**config.mk**
```make
export PLATFORM = sky130hd
export DESIGN_NAME = user_cl_top_simd_adder
export DESIGN_NICKNAME = d
export VERILOG_FILES = /design/src/rtl/user_cl_top_simd_adder.sv
export SDC_FILE = /design/constraint.sdc
export NUM_CORES = 1
export LEC_CHECK = 0
export BUFFER_PORTS_ARGS = -buffer_cell sky130_fd_sc_hd__buf_2
export CAP_MARGIN = 20
export CORE_UTILIZATION = 45
export CTS_BUF_LIST = sky130_fd_sc_hd__clkbuf_8
export CTS_CLUSTER_SIZE = 14
export DETAILED_ROUTE_END_ITERATION = 6
export PLACE_DENSITY_LB_ADDON = 0.3
export SYNTH_ARGS = -nofsm -noshare
export SYNTH_HDL_FRONTEND = slang
export SYNTH_SLANG_ARGS = --single-unit
```
**constraint.sdc**
```tcl
create_clock -name clock -period 2.8 [get_ports clock]
set_input_delay 0.28 -clock clock [delete_from_list [all_inputs] [get_ports clock]]
set_output_delay 0.28 -clock clock [all_outputs]
set_load 0.01 [all_outputs]
```
**src/rtl/user_cl_top_simd_adder.sv**
```systemverilog
// Multi-lane packed adder between a FWFT input FIFO and an output FIFO, credit-limited result buffer.
// Optional macro USER_ADDER_SAT_EN switches lanes from wrapping sum+carry to saturating sum+flag.
module user_cl_top_simd_adder #(
   parameter int DATA_WIDTH  = 32,
   parameter int OP_WIDTH    = 4,
   parameter int LANES       = 4,
   parameter int PIPE_STAGES = 1,
   parameter int OUT_DEPTH   = 4
) (
   input  logic                  clock,
   input  logic                  reset_n,
   input  logic                  data_empty,
   output logic                  data_rd,
   input  logic [DATA_WIDTH-1:0] data_din,
   input  logic                  data_full,
   output logic                  data_wr,
   output logic [DATA_WIDTH-1:0] data_dout,
   output logic [31:0]           word_count,
   output logic [15:0]           ovf_count
);

   localparam int FW = OP_WIDTH + 1;
   localparam int RW = LANES * FW;
   localparam int PW = $clog2(OUT_DEPTH);
   localparam int CW = PW + 1;

   function automatic logic [RW-1:0] lane_sum(input logic [DATA_WIDTH-1:0] din);
      logic [RW-1:0] res;
      logic [FW-1:0] sum;
      res = {RW{1'b0}};
      for (int i = 0; i < LANES; i++) begin
         sum = {1'b0, din[2*i*OP_WIDTH +: OP_WIDTH]} + {1'b0, din[(2*i+1)*OP_WIDTH +: OP_WIDTH]};
`ifdef USER_ADDER_SAT_EN
         sum = sum[OP_WIDTH] ? {1'b1, {OP_WIDTH{1'b1}}} : sum;
`endif
         res[i*FW +: FW] = sum;
      end
      return res;
   endfunction

   // Every field MSB is the carry (wrapping) or the saturation flag, so one OR covers both modes.
   function automatic logic any_flag(input logic [RW-1:0] res);
      logic flag;
      flag = 1'b0;
      for (int i = 0; i < LANES; i++) begin
         flag = flag | res[i*FW + OP_WIDTH];
      end
      return flag;
   endfunction

   logic                   run_r;
   logic [PIPE_STAGES-1:0] pipe_vld_r;
   logic [RW-1:0]          pipe_dat_r [PIPE_STAGES];
   logic [RW:0]            buf_mem_r  [OUT_DEPTH];
   logic [PW-1:0]          head_r;
   logic [PW-1:0]          tail_r;
   logic [CW-1:0]          buf_count_r;
   logic [31:0]            word_count_r;
   logic [15:0]            ovf_count_r;
   logic [31:0]            credit_used_s;
   logic                   push_s;
   logic                   pop_s;

   // Credits in use: buffered results plus every valid pipeline stage.
   always_comb begin
      credit_used_s = 32'(buf_count_r);
      for (int s = 0; s < PIPE_STAGES; s++) begin
         credit_used_s = credit_used_s + 32'(pipe_vld_r[s]);
      end
   end

   assign data_rd    = run_r && !data_empty && (credit_used_s < 32'(OUT_DEPTH));
   assign data_wr    = (buf_count_r != CW'(0)) && !data_full;
   assign push_s     = pipe_vld_r[PIPE_STAGES-1];
   assign pop_s      = data_wr;
   assign data_dout  = DATA_WIDTH'(buf_mem_r[head_r][RW-1:0]);
   assign word_count = word_count_r;
   assign ovf_count  = ovf_count_r;

   // Run flag keeps data_rd low while reset is asserted.
   always_ff @(posedge clock or negedge reset_n) begin
      if (!reset_n) begin
         run_r <= 1'b0;
      end else begin
         run_r <= 1'b1;
      end
   end

   // Adder pipeline: lane sums are formed on issue, then shifted with their valid bits.
   always_ff @(posedge clock or negedge reset_n) begin
      if (!reset_n) begin
         pipe_vld_r <= {PIPE_STAGES{1'b0}};
         for (int s = 0; s < PIPE_STAGES; s++) begin
            pipe_dat_r[s] <= {RW{1'b0}};
         end
      end else begin
         pipe_vld_r[0] <= data_rd;
         if (data_rd) begin
            pipe_dat_r[0] <= lane_sum(data_din);
         end
         for (int s = 1; s < PIPE_STAGES; s++) begin
            pipe_vld_r[s] <= pipe_vld_r[s-1];
            pipe_dat_r[s] <= pipe_dat_r[s-1];
         end
      end
   end

   // Circular result buffer; credits guarantee a push never meets a full buffer.
   always_ff @(posedge clock or negedge reset_n) begin
      if (!reset_n) begin
         head_r      <= PW'(0);
         tail_r      <= PW'(0);
         buf_count_r <= CW'(0);
         for (int e = 0; e < OUT_DEPTH; e++) begin
            buf_mem_r[e] <= {(RW+1){1'b0}};
         end
      end else begin
         if (push_s) begin
            buf_mem_r[tail_r] <= {any_flag(pipe_dat_r[PIPE_STAGES-1]), pipe_dat_r[PIPE_STAGES-1]};
            tail_r            <= tail_r + PW'(1);
         end
         if (pop_s) begin
            head_r <= head_r + PW'(1);
         end
         case ({push_s, pop_s})
            2'b10:   buf_count_r <= buf_count_r + CW'(1);
            2'b01:   buf_count_r <= buf_count_r - CW'(1);
            default: buf_count_r <= buf_count_r;
         endcase
      end
   end

   // Output statistics: word_count wraps, ovf_count saturates.
   always_ff @(posedge clock or negedge reset_n) begin
      if (!reset_n) begin
         word_count_r <= 32'd0;
         ovf_count_r  <= 16'd0;
      end else begin
         if (data_wr) begin
            word_count_r <= word_count_r + 32'd1;
            if (buf_mem_r[head_r][RW] && (ovf_count_r != 16'hFFFF)) begin
               ovf_count_r <= ovf_count_r + 16'd1;
            end
         end
      end
   end

endmodule

```
==> flow_summary.toml <==
[route]
wirelength_mm = 15.48
drtPass1Iterations = 4
vias_per_cell = 5.161
vias = 4820
ant_nets = 0
wire_per_inst_um = 16.57
drc = 0
initialDrtViolationCount = 162

[worst_hold_path]
hold_path.class = "in2reg"
hold_depth = 3

[sta]
worst_slack_ns = 0.2785
worst_pin_slew_ns = 0.8202
slew-limit-headroom = 0.4532
fin_skew_ns = 0.01056
final.setup.tns_ns = 0
max_freq_mhz = 396.6
fin_crit_ns = 2.522
rsz0062_at_grt = "false"
hold_violations = 0
maxSlewViolCount = 0
final-setup-viol-count = 0
period_share = 0.9005

[clock_network]
cts.sinks = 161
path_clk_slew_ns = 0.09
cts_inserted_buffers = 17
h-tree-depth = 4
clock_latency_ns = 0.46
cts_root_buf = "clkbuf_8"
clockBufferDepth = 2
ctsResizeCount = 0
cts_tree = "done"

[synthesis]
synthesis.area_um2 = 7641
synth_ff_type = "dfrtp_1"
async_reset_ff_frac = 1.000
ys_seq_area_frac = 0.5273
synth_edf_count = 0
syn_inst = 587
yosysUniqueCellTypes = 37
yosys.area.top_type = "dfrtp_1"
syn_area_per_cell_um2 = 13.02
synth-seq-cells = 161
ys_top_cells_by_count = "161 x dfrtp_1, 86 x mux2_2, 46 x nand2_1"
yosysTopAreaCellShare = 0.5273
synth.top_cells.by_area = "dfrtp_1 53%, mux2_2 13%, mux4_2 6.2%"
yosysMostFrequentCell = "dfrtp_1"
yosys_warnings = 0

[power_and_ir_drop]
finalPower_mw = 8.225
power.leakage_nw = 4.458
power.density_nw_per_um2 = 929.0
peakVddDrop_uv = 471.9

[floorplanning]
dieHeight_um = 132.3
dieArea_um2 = 17500
fp.coreArea_um2 = 16580
io_pins = 118
die_w_um = 132.3
start_util = 0.4608
rows = 47

[worst_setup_path]
r2r_setup_slack_ns = 0.28
reg2reg_to = "buf_count_r[2]"
critPathKind = "reg2reg"
arrival_ns = 2.86
crit_path_top_delay_cell = "or3_1"
worst-path-stages = 7
start_kind = "flop"
crit_end = "buf_count_r[2]"
crit_buf_inv = 0
crit_chain = "or3_1, nor2b_1, ha_1, fa_1, xnor2_1, nor2_1, xor2_1"
critPathCaptureType = "flop"
r2r-start = "buf_count_r[0]"
slowest_delay_ns = 0.55
r2r.worst_path.cells = 7
crit_start = "buf_count_r[0]"
cp_top_family = "simple AND/OR/NAND/NOR gates"
critPathRequiredTime_ns = 3.14
cp_max_fo = 10

[status]
status = "finished, final reports clean"

[cells_and_area]
nets = 765
diodes = 0
nFillCells = 1444
drive_above_1_share = 0.3739
multiInputGateArea_um2 = 3361
regArea_um2 = 4029
syn2layout_area_growth_pct = 15.87

[run]
drv_cap = 0

[global_route]
grt_max_degree = 90
antenna_found_initial = 0
grt_usage = 0.1903
grt_remaining_overflow = 0
first_global_vias = 5035
grt_pass1_wl_mm = 25.70

[placed_design]
place_ws_ns = 0.2951
hpwlAfterDp_mm = 10.39
place_congestion = 0.8062
io_buffers = 105
-- layout by cell type (no fill, tap or decap), drive strengths merged, types with 7 or more instances in the layout --
| master | synthesis | final |
|---|---|---|
| dfrtp | 161 | 161 |
| buf | 28 | 117 |
| mux2 | 88 | 88 |
| nand2 | 46 | 46 |
| xor2 | 39 | 39 |
| inv | 27 | 33 |
| ha | 23 | 23 |
| o21ai | 22 | 22 |
| mux4 | 21 | 21 |
| clkbuf | 6 | 20 |
| xnor2 | 19 | 19 |
| nor3 | 13 | 13 |
| conb | 2 | 13 |
| nor4 | 13 | 13 |
| nand4 | 12 | 12 |
| nand3 | 9 | 9 |
| a21o | 8 | 8 |
| a21oi | 8 | 8 |
| nor2 | 7 | 7 |
-- how the worst min path moves through the flow --
stage                  from             end
3_5_place_dp        reset_n  word_count[27]
4_1_cts        data_din[20]  pipe_dat_r[10]
6_report       data_din[20]  pipe_dat_r[10]
2_1_floorplan       reset_n  buf_count_r[0]
5_1_grt        data_din[20]  pipe_dat_r[10]
3_3_place_gp        reset_n  word_count[18]
-- registers in the layout (all words and copies together), names as in the netlist --
name / cells
buf_mem_r: 84
word_count: 32
pipe_dat_r: 20
ovf_count: 16
buf_count_r: 3
head_r: 2
tail_r: 2
pipe_vld_r: 1
run_r: 1
-- worst reg2reg max path, delay by kind of cell, from the launching register on --
family | cells | cell delay [ns]
flip-flops | 1 | 0.44
AND/OR/NAND/NOR | 3 | 0.92
adder cells (fa/ha/maj) | 2 | 0.68
XOR/XNOR | 2 | 0.37
-- metrics by stage --
step,instances,hold slack (ns),utilization,instance area [um^2]
floorplan,598,-0.01559,-,7682
global placement,901,0.3969,0.5066,8401
detailed placement,901,0.4133,0.5066,8401
CTS,934,0.1222,0.5339,8853
global route,934,0.1309,0.5339,8853
finish,934,0.1572,0.5339,8853
-- logic make-up (layout without fill, tap and decap cells) --
group,after synthesis,after routing,share of synthesized area
fa+ha+maj,28,28,0.05076
flops,161,161,0.5273
simple gates,130,130,0.09710
xor+xnor,58,58,0.06648
other cells,2,13,0.0009828
compound gates,38,38,0.02751
mux,109,109,0.1916
buf+inv,61,177,0.03832
-- layout make-up --
cell class	count	share of cell area
timing repair buffer	118	0.07278
clock inverter	12	0.01894
sequential	161	0.4551
clock buffer	20	0.03109
inverter	27	0.01145
tap	220	0.03109
multi-input combinational	376	0.3796
-- report_power, final --
group / leakage, nW / internal [mW] / switching (mW)
clock: 0.227 / 0.976 / 0.901
sequential: 2.05 / 3.13 / 0.570
combinational: 2.18 / 1.43 / 1.22
-- layer usage --
layer  vias to the layer above  routed length (um)  global-route usage
li1                       2274                   -                   -
met1                      2423                6897              0.2398
met2                       102                7756              0.3201
met3                        21                 566             0.04652
met4                         0                 257             0.06769
met5                         -                   0                   0
-- repair_timing --
item	4_1_cts	5_1_grt
hold buffers	1	0
setup buffers	0	0
endpoints found under the hold margin	86	0
Power figures use the tool's default switching activity.
